**src/rtl/rcu.sv**
```systemverilog
// rtl/rcu.sv - receiver control unit: first word of a session is the cipher key, following words are data blocks
// Optional build macro RCU_KEY_LOCK_EN: capture the key only once after reset.
module rcu (
    input  logic         clk,
    input  logic         n_rst,
    input  logic         read,
    input  logic [128:0] data_in,
    output logic [127:0] key,
    output logic [128:0] data,
    output logic         r_ready
);

    typedef enum logic [1:0] {
        IDLE = 2'd0,
        KEY  = 2'd1,
        DATA = 2'd2
    } state_t;

    state_t state;
    state_t state_nxt;
    logic   load_key;
    logic   load_data;

`ifdef RCU_KEY_LOCK_EN
    // Set by the first key capture; keeps later sessions from replacing the key.
    logic key_locked;

    always_ff @(posedge clk or posedge n_rst) begin
        if (n_rst) begin
            key_locked <= 1'b0;
        end else if (load_key) begin
            key_locked <= 1'b1;
        end
    end
`endif

    always_ff @(posedge clk or posedge n_rst) begin
        if (n_rst) begin
            state <= IDLE;
        end else begin
            state <= state_nxt;
        end
    end

    always_comb begin
        state_nxt = state;
        load_key  = 1'b0;
        load_data = 1'b0;
        case (state)
            IDLE: begin
                if (read) begin
`ifdef RCU_KEY_LOCK_EN
                    if (key_locked) begin
                        load_data = 1'b1;
                        state_nxt = DATA;
                    end else begin
                        load_key  = 1'b1;
                        state_nxt = KEY;
                    end
`else
                    load_key  = 1'b1;
                    state_nxt = KEY;
`endif
                end
            end
            KEY: begin
                if (read) begin
                    load_data = 1'b1;
                    state_nxt = DATA;
                end
            end
            DATA: begin
                if (read) begin
                    load_data = 1'b1;
                end else begin
                    state_nxt = IDLE;
                end
            end
            default: begin
                state_nxt = IDLE;
            end
        endcase
    end

    // Datapath registers only move on a capture; r_ready marks each data capture.
    always_ff @(posedge clk or posedge n_rst) begin
        if (n_rst) begin
            key     <= 128'h0;
            data    <= 129'h0;
            r_ready <= 1'b0;
        end else begin
            if (load_key) begin
                key <= data_in[127:0];
            end
            if (load_data) begin
                data <= data_in;
            end
            r_ready <= load_data;
        end
    end

endmodule

```
**config.mk**
```make
export PLATFORM = sky130hd
export DESIGN_NAME = rcu
export DESIGN_NICKNAME = d
export VERILOG_FILES = /design/src/rtl/rcu.sv
export SDC_FILE = /design/constraint.sdc
export NUM_CORES = 1
export LEC_CHECK = 0
export ABC_AREA = 1
export BUFFER_PORTS_ARGS = -buffer_cell sky130_fd_sc_hd__buf_2
export CAP_MARGIN = 25
export CORE_MARGIN = 5
export CORE_UTILIZATION = 48
export DETAILED_ROUTE_END_ITERATION = 6
export PLACE_DENSITY = 0.79
export SLEW_MARGIN = 30
export SYNTH_ARGS = -nofsm -noshare
export SYNTH_HDL_FRONTEND = slang
export SYNTH_SLANG_ARGS = --single-unit
```
**constraint.sdc**
```tcl
create_clock -name clk -period 12.5 [get_ports clk]
set_input_delay 3.75 -clock clk [delete_from_list [all_inputs] [get_ports clk]]
set_output_delay 3.75 -clock clk [all_outputs]
set_load 0.01 [all_outputs]
```
==> results.md <==
* **outcome** complete, no violations
* **main combinational cell family by area after synthesis** compound AO/OA/AOI/OAI gates
* **maximum buffer depth of the clock tree** 3
* **RSZ-0062 raised after global routing** false
* **Final Net Count** 1491
* **setup slack of the most critical reg-to-reg path** 10.10 ns
* **ANT cells** 0
* **clock root cell** sky130_fd_sc_hd__clkbuf_16
* **post-route clock period utilization** 40.1%
* **simple logic cell fraction of the synthesized area** 10.7%
* **number of distinct library cells after synthesis** 9
* **Slew Limit Headroom** 44.9%
* **drt drc** 0
* **total number of yosys warnings** 0
* **Final TNS setup** 0 ns
* **Starting Density** 49.2%
* **count of H-tree levels built during CTS** 1
* **final period demand of the worst path** 5.01 ns
* **post-synth design cell area** 9630 µm²
* **clk sinks** 260
* **path type of the worst setup path** in2reg
* **CTS buffer count** 28
* **routed via count** 7938
* **clock-pin slew reported for the worst setup and hold paths after clock tree synthesis** 0.06 ns
* **clock latency reported for the late side of the worst-skew pair** 0.53 ns
* **placed cell areas** 11700 µm²
* **LEAKAGE** 7.17 nW
* **end-of-flow core utilization** 65.1%
* **number of nets with antenna violations after detailed routing** 0
* **CP Launch Type** input port
* **class of the tightest hold or removal check** reg2reg
* **vias in the first global route** 7883
* **Worst Max-Slew Pin Slew** 0.827 ns
* **Post-CTS Hold Fix Bufs** 0
* **crit-path max FO** 96
* **CTS tree** built
* **first-pass GRT wire length** 40.1 mm
* **die extent in x** 152 µm
* **fraction of layout instances using a drive strength above 1** 32.6%
* **Mean Syn Cell Area** 9.78 µm²
* **met2 routing resource usage after global routing** 37.1%
* **power density of the placed cells** 284 nW/µm²
* **Seq cells post-synth** 260
* **cells after synthesis** 985
* **Total Power Consumption** 3.62 mW
* **maximum number of pins on one net before global-route repair** 119
* **Row Count** 51
* **count of max-cap constraint violations** 0
* **required time at the endpoint of the critical path** 12.86 ns
* **crit-path cells** buf_2 > nand2_4 > buf_4 > o21ai_0
* **Post-Synth XOR/XNOR Area** 0%
* **portion of netlist area occupied by mux cells** 0%
* **Area Overhead vs Synth** 32.4%
* **vertical die dimension** 152 µm
* **number of antenna violations at the first check in global routing** 0
* **maximum vdd ir drop** 178 µV
* **smallest hold slack** 0.477 ns
* **clock skew** 0.00984 ns
* **worst path arrival time** 5.38 ns
* **IO Pins** 390
* **number of failing setup endpoints in the final timing report** 0
* **placer congestion estimate** 0.835
* **placed wire-length estimate** 18.5 mm
* **final number of hold-violating endpoints** 0
* **Post-Synth Adder-Cell Area** 0.649%
* **maximum single-stage delay on the critical path** 0.74 ns
* **area of the die** 23000 µm²
* **share of synthesized area occupied by flip-flops and latches** 67.5%
* **Worst setup EP type** flip-flop
* **maximum achievable frequency** 200 MHz
* **number of DRC markers after the initial detailed-route iteration** 459
* **summed area of non-filler cells in the final layout** 12800 µm²
* **busiest grt layer** met2
* **GRT Total Usage** 21.8%
* **# Post-CTS Setup Buffers** 0
* **number of vias per cell after detailed routing** 4.84
* **GR met1 Demand/Resource** 26.6%
* **quantity of I/O buffers inserted on ports** 389
* **Detailed Routing Iterations Pass 1** 5
* **wire length reported by the detailed router** 26.3 mm
* **count of instances resized after the clock tree is built** 0
* **post-synthesis compound-gate area fraction** 13.3%
* **Post-Syn Nets** 1122
* **cell with the largest stage delay on the worst path** sky130_fd_sc_hd__buf_4
* **met3 track demand over resource** 6.42%
* **wire length per cell** 16.0 µm
* **pins over their slew limit** 0
* **Core ar.** 19600 µm²
* **total congestion overflow after global routing** 0
worst max-delay path: cells and delay by family:
kind | cells | cell delay (ns)
buffers and inverters | 2 | 0.88
AOI/OAI and AO/OA | 1 | 0.19
and+or+nand+nor | 1 | 0.48
kinds of logic after synthesis:
| family | after synthesis |
|---|---|
| and+or+nand+nor | 273 |
| DFF | 260 |
| AOI/OAI and AO/OA | 256 |
| buffers and inverters | 191 |
| adders and majority gates | 5 |
sequential cells by signal, summed over array words and instances (netlist names):
name / count
r_ready: 1
state: 2
key: 128
data: 129
Yosys cell counts (all sizes together):
| master | count | area (µm²) |
|---|---|---|
| o21ai | 256 | 1280 |
| clkbuf | 26 | 97.6 |
| inv | 135 | 507 |
| dfrtp | 260 | 6510 |
| nand3 | 4 | 20.0 |
| buf | 30 | 150 |
| nand2 | 268 | 1010 |
| ha | 5 | 62.6 |
| nor2 | 1 | 3.75 |
final timing paths:
| kind | start | endpoint | depth (start not counted) |
|---|---|---|---|
| max reg2reg | state[0]$_DFFE_PP0P_ | key[51]$_DFFE_PP0P_ | 5 |
| max | read | key[51]$_DFFE_PP0P_ | 4 |
| min in group asynchronous | n_rst | data[30]$_DFFE_PP0P_ | 2 |
| min reg2reg | data[100]$_DFFE_PP0P_ | data[100]$_DFFE_PP0P_ | 2 |
| min | data[100]$_DFFE_PP0P_ | data[100]$_DFFE_PP0P_ | 2 |
| max in group asynchronous | n_rst | data[21]$_DFFE_PP0P_ | 3 |
per-layer routing:
| layer | vias up | share of wire [%] |
|---|---|---|
| met1 | 3737 | 38 |
| met2 | 324 | 50 |
| met3 | 60 | 9.3 |
| met4 | 0 | 3.3 |
| met5 | - | 0 |
| li1 | 3817 | - |
power breakdown:
group	switching (mW)	internal (mW)	leakage [nW]
sequential	0.218	1.25	3.22
clock	0.335	0.542	0.488
combinational	0.802	0.472	3.46
final cells by class:
class                      instances  area [µm²]
multi-input combinational        534        2390
clock inverter                    15         193
clock buffer                      37         816
fill                            1541        6830
tap                              265         332
inverter                         135         514
timing repair buffer             395        2010
sequential                       260        6510
per-stage QoR:
step,worst slack (ns),cells
2_1_floorplan,1.59,985
3_3_place_gp,7.07,1589
3_5_place_dp,6.96,1589
4_1_cts,7.51,1641
5_1_grt,7.36,1641
6_report,7.49,1641
cell usage in the layout, fill, tap and decap left out:
master,count
sky130_fd_sc_hd__buf_2,389
sky130_fd_sc_hd__buf_4,2
sky130_fd_sc_hd__buf_6,4
sky130_fd_sc_hd__bufinv_16,4
sky130_fd_sc_hd__clkbuf_1,2
sky130_fd_sc_hd__clkbuf_16,29
sky130_fd_sc_hd__clkbuf_8,6
sky130_fd_sc_hd__clkinv_2,5
sky130_fd_sc_hd__clkinv_4,2
sky130_fd_sc_hd__clkinvlp_4,4
sky130_fd_sc_hd__dfrtp_1,260
sky130_fd_sc_hd__ha_1,5
sky130_fd_sc_hd__inv_1,134
sky130_fd_sc_hd__inv_8,1
sky130_fd_sc_hd__nand2_1,266
sky130_fd_sc_hd__nand2_4,2
sky130_fd_sc_hd__nand3_1,4
sky130_fd_sc_hd__nor2_1,1
sky130_fd_sc_hd__o21ai_0,256
(Power assumes the default switching activity.)
